## src/rtl/register_file_pkg.sv

```systemverilog
// Shared sizing and ALU opcode definitions for the register file,
// the ALU and the decoder.
package register_file_pkg;

    localparam int N    = 20;
    localparam int REGS = 16;
    localparam int AW   = $clog2(REGS);

    typedef enum logic [2:0] {
        ALU_ADD = 3'b000,
        ALU_SUB = 3'b001,
        ALU_MUL = 3'b010,
        ALU_DIV = 3'b011,
        ALU_AND = 3'b100,
        ALU_OR  = 3'b101,
        ALU_SHL = 3'b110,
        ALU_SHR = 3'b111
    } alu_op_t;

endpackage

```

## src/rtl/register_file_scoreboard.sv

```systemverilog
// Pending-write scoreboard: one bit per register, set by issue,
// cleared by writeback, and the resulting source-operand stall.
module reg_scoreboard
    import register_file_pkg::*;
#(
    parameter int REGS = register_file_pkg::REGS,
    localparam int AW  = $clog2(REGS)
) (
    input  logic          clk,
    input  logic          rst,
    input  logic [AW-1:0] ra1,
    input  logic [AW-1:0] ra2,
    input  logic          we,
    input  logic [AW-1:0] wa,
    input  logic          issue,
    input  logic [AW-1:0] issue_rd,
    output logic          stall
);

    logic [REGS-1:0] pending;
    logic            hit1;
    logic            hit2;
    logic            set_en;

    // A source whose producer writes back this cycle is served by bypass.
    always_comb begin
        hit1   = pending[ra1] && (ra1 != '0) && !(we && (wa == ra1));
        hit2   = pending[ra2] && (ra2 != '0) && !(we && (wa == ra2));
        stall  = !rst && (hit1 || hit2);
        set_en = issue && !stall && (issue_rd != '0);
    end

    // Set follows clear so a new producer wins over a retiring one.
    always_ff @(posedge clk) begin
        if (rst) begin
            pending <= '0;
        end else begin
            if (we)
                pending[wa] <= 1'b0;
            if (set_en)
                pending[issue_rd] <= 1'b1;
        end
    end

endmodule

```

## src/rtl/register_file.sv

```systemverilog
// Two-read one-write register file with writeback bypass, zero
// register, pending-write scoreboard and the ALU zero flag.
module register_file
    import register_file_pkg::*;
#(
    parameter int N    = register_file_pkg::N,
    parameter int REGS = register_file_pkg::REGS,
    localparam int AW  = $clog2(REGS)
) (
    input  logic          clk,
    input  logic          rst,
    input  logic [AW-1:0] ra1,
    input  logic [AW-1:0] ra2,
    output logic [N-1:0]  rd1,
    output logic [N-1:0]  rd2,
    input  logic          we,
    input  logic [AW-1:0] wa,
    input  logic [N-1:0]  wd,
    input  logic          issue,
    input  logic [AW-1:0] issue_rd,
    output logic          stall,
    input  logic          z_we,
    input  logic          z_in,
    output logic          z_flag
);

    logic [N-1:0] mem [REGS];
    logic         wen;

    assign wen = we && !rst && (wa != '0);

    always_ff @(posedge clk) begin
        if (rst) begin
            for (int i = 0; i < REGS; i++)
                mem[i] <= '0;
        end else if (wen) begin
            mem[wa] <= wd;
        end
    end

    always_comb begin
        rd1 = '0;
        rd2 = '0;
        if (!rst && ra1 != '0)
            rd1 = (wen && wa == ra1) ? wd : mem[ra1];
        if (!rst && ra2 != '0)
            rd2 = (wen && wa == ra2) ? wd : mem[ra2];
    end

    always_ff @(posedge clk) begin
        if (rst)
            z_flag <= 1'b0;
        else if (z_we)
            z_flag <= z_in;
    end

    reg_scoreboard #(
        .REGS (REGS)
    ) u_sb (
        .clk      (clk),
        .rst      (rst),
        .ra1      (ra1),
        .ra2      (ra2),
        .we       (we),
        .wa       (wa),
        .issue    (issue),
        .issue_rd (issue_rd),
        .stall    (stall)
    );

endmodule
```

## config.mk

```make
export PLATFORM = sky130hd
export DESIGN_NAME = register_file
export DESIGN_NICKNAME = d
export VERILOG_FILES = /design/src/rtl/register_file_pkg.sv /design/src/rtl/register_file_scoreboard.sv /design/src/rtl/register_file.sv
export SDC_FILE = /design/constraint.sdc
export NUM_CORES = 1
export LEC_CHECK = 0
export CORE_MARGIN = 2
export CORE_UTILIZATION = 54
export CTS_CLUSTER_DIAMETER = 40
export DETAILED_ROUTE_END_ITERATION = 10
export PLACE_DENSITY = 0.71
export SLEW_MARGIN = 10
export SYNTH_ARGS = -nofsm -noshare
export SYNTH_HDL_FRONTEND = slang
export SYNTH_SLANG_ARGS = --single-unit
```

## constraint.sdc

```tcl
create_clock -name clk -period 3.1 [get_ports clk]
set_input_delay 0.31 -clock clk [delete_from_list [all_inputs] [get_ports clk]]
set_output_delay 0.31 -clock clk [all_outputs]
set_load 0.02 [all_outputs]
```

==> results.yml <==
outcome:
  status: "finished, final reports clean"
critical_path:
  cp_slowest_cell: "clkdlybuf4s50_1"
  r2r_cells: 6
  criticalPathCategory: "reg2out"
  cp-start-kind: "flip-flop"
  worstReg2RegStart: "u_sb.pending[6]"
  critPathMostFrequentCell: "mux4_2"
  worst-path-buf-inv: 1
  critPathMaxFanout: 2
  endpoint_kind: "output port"
  worstPathRequired_ps: 2790
  reg2reg_slack_ps: 1030
  max_stage_delay_ps: 540
  cpLargestDelayFamily: "multiplexers"
  path_cells: "mux4_2, mux4_2, mux2i_1, nor2_1, clkdlybuf4s50_1"
  timing.rr.end: "u_sb.pending[4]"
  critPathArrivalTime_ps: 2740
run:
  max_cap_viol_count: 0
grt:
  antenna_found_initial: 3
  grt-busiest-layer: "met2"
  grt_max_degree: 35
  grtUsageMet1: 0.4245
  grt_pass1_wl_um: 81940
  use_met2: 0.5144
  grt_use_met3: 0.07987
  grt_use_total: 0.3219
  grt_pass1_vias: 12120
  grt_overflow: 0
synth:
  synth_edf_count: 320
  syn_area_per_cell_um2: 15.79
  ys_seq_area_frac: 0.5339
  synth.distinct_cells: 42
  synth_xor_area_frac: 0.003760
  synth_compound_area_frac: 0.01820
  ys.flop_type: "edfxtp_1"
  synth_seq_cells: 337
  ys_warn_count: 0
  yosys.area_share.simple: 0.1258
  async_flop_share: 0
  syn-instance-count: 1180
  synth_mux_area_frac: 0.2811
  synth-adder-area-share: 0
  syn_area_mm2: 0.01863
  synth_top_family_by_area: "multiplexers"
placement:
  numPortBuffers: 83
  dp_hpwl_um: 33630
  gp_congestion: 0.8714
sta:
  finalMaxSlewViolations: 0
  min_period_ps: 3047
  clock_skew_ps: 2.744
  slew_headroom: 0.5114
  worstMarginPinSlew_ps: 730.2
  fmax_ghz: 0.3281
  setup_violations: 0
  rsz0062_at_grt: "false"
  hold_viol: 0
  setup_tns_ps: 0
  whs_ps: 259.8
  timing.final.crit_share: 0.9830
clock_network:
  htreeDepth: 2
  root_buffer: "clkbuf_16"
  clk_pin_slew_worst_paths_ps: 60
  clockBufferDepth: 3
  numCtsBuffers: 47
  post_cts_buffers: 0
  cts_tree: "done"
  clk_latency_ps: 550
  clock-sinks: 337
drt:
  drt_iter0_markers: 1532
  dr_total_vias: 11870
  drc: 0
  final_antenna_net_count: 0
  drt_wl_total_um: 56400
  drtPass1Iterations: 7
  viasPerCell: 6.576
  wl_per_cell_um: 31.25
hold_path:
  whs_path_depth: 2
  hold_class: "in2reg"
  hold_path_end: "mem[0][19]"
  min-delay-start: "rst"
die:
  die_w_um: 189.8
  dieHeight_um: 189.8
  dieArea_mm2: 0.03601
  io-pin-count: 84
  initial_core_util: 0.5435
  core_mm2: 0.03429
  rows: 68
power_and_ir_drop:
  cellLeakagePower_nw: 8.280
  vdd_drop_max_mv: 0.3876
  power_density_mw_per_mm2: 552.3
  power_mw: 12.19
final_layout:
  nets: 1353
  drive_gt1_frac: 0.2854
  syn_to_final_growth_pct: 18.42
-- state kept, by name, indices dropped and copies added, names as in the netlist --
| signal | cells |
|---|---|
| mem | 320 |
| u_sb.pending | 16 |
| z_flag | 1 |
-- through the flow --
stage                     setup slack (ps)  std cells    util  instance area, um^2
after floorplan                      293.5       1199       -                18710
after global routing                 6.185       1804  0.6435                22060
after global placement               77.74       1717  0.5986                20520
final                                52.58       1805  0.6436                22070
after CTS                            2.339       1804  0.6422                22020
after detailed placement             92.15       1717  0.5986                20520
-- cell usage after synthesis (2+ instances only) --
library cell / instances / share of area
edfxtp_1: 320 / 0.52
and2_1: 301 / 0.10
mux4_2: 163 / 0.20
clkbuf_1: 72 / 0.015
nor2_1: 59 / 0.012
mux2i_1: 44 / 0.024
mux4_1: 31 / 0.044
buf_2: 19 / 0.0051
buf_6: 18 / 0.011
dfxtp_1: 17 / 0.018
o21ai_0: 17 / 0.0046
nand2_1: 16 / 0.0032
mux4_4: 12 / 0.016
o211ai_1: 9 / 0.0036
inv_1: 8 / 0.0016
xor2_1: 8 / 0.0038
nor2b_1: 7 / 0.0023
o31ai_1: 7 / 0.0028
nand2b_1: 6 / 0.0020
or2_2: 5 / 0.0017
buf_4: 4 / 0.0016
o32ai_1: 4 / 0.0019
a21oi_1: 3 / 0.00081
dlygate4sd1_1: 3 / 0.0014
nand3_1: 3 / 0.00081
nand3b_1: 3 / 0.0012
nor4_1: 3 / 0.0010
o22ai_1: 3 / 0.0010
buf_1: 2 / 0.00040
-- report_power, final --
part / internal [mW] / switching, mW
clock network: 3.06 / 2.11
registers: 5.25 / 0.134
logic: 0.801 / 0.837
-- per-layer routing --
metal	up-vias	wire (um)
li1	4845	-
met5	-	13
met3	171	5803
met2	739	26850
met4	2	2657
met1	6113	21080
-- what timing repair did --
| item | 4_1_cts | 5_1_grt |
|---|---|---|
| hold buffers | 0 | 0 |
| setup endpoints to repair | 13 | 18 |
| endpoints found under the hold margin | 0 | 0 |
| resized for setup | 13 | 16 |
| pin swaps | 0 | 0 |
-- logic make-up after synthesis --
family | Yosys count
xor+xnor | 8
other cells | 1
flops | 337
compound gates | 50
simple gates | 405
buf+inv | 128
mux | 251
-- worst max-delay path by stage --
| stage | start | to | slack [ps] | cells after the start |
|---|---|---|---|---|
| global route | wa[2] | rd2[17] | 6 | 8 |
| CTS | mem[4][1] | rd1[1] | 2 | 5 |
| detailed placement | wa[2] | rd2[2] | 90 | 8 |
| global placement | wa[2] | rd2[2] | 80 | 8 |
| finish | mem[11][16] | rd1[16] | 50 | 5 |
| floorplan | wa[1] | mem[14][0] | 290 | 4 |
-- layout make-up --
type	count	area [um^2]
Multi-Input combinational cell	734	8138
Tap cell	455	569.3
Antenna cell	1	2.502
Clock buffer	56	1231
Sequential cell	337	9950
Clock inverter	31	282.8
Fill cell	2408	12220
Inverter	8	30.03
Timing Repair Buffer	183	1864
-- cells in the final DEF (no fill, tap or decap), drive strengths merged, types with 5 or more instances in the layout --
master	count
mux4	206
clkbuf	56
and2	301
edfxtp	320
inv	17
nor2	59
clkinv	16
mux2i	44
or2	5
o211ai	9
nand2b	6
xor2	8
dfxtp	17
dlymetal6s2s	15
nand2	16
dlygate4sd2	13
o21ai	17
buf	108
clkdlybuf4s50	47
conb	20
o31ai	7
nor2b	7
Note: power is estimated with default switching activity, not from simulation.
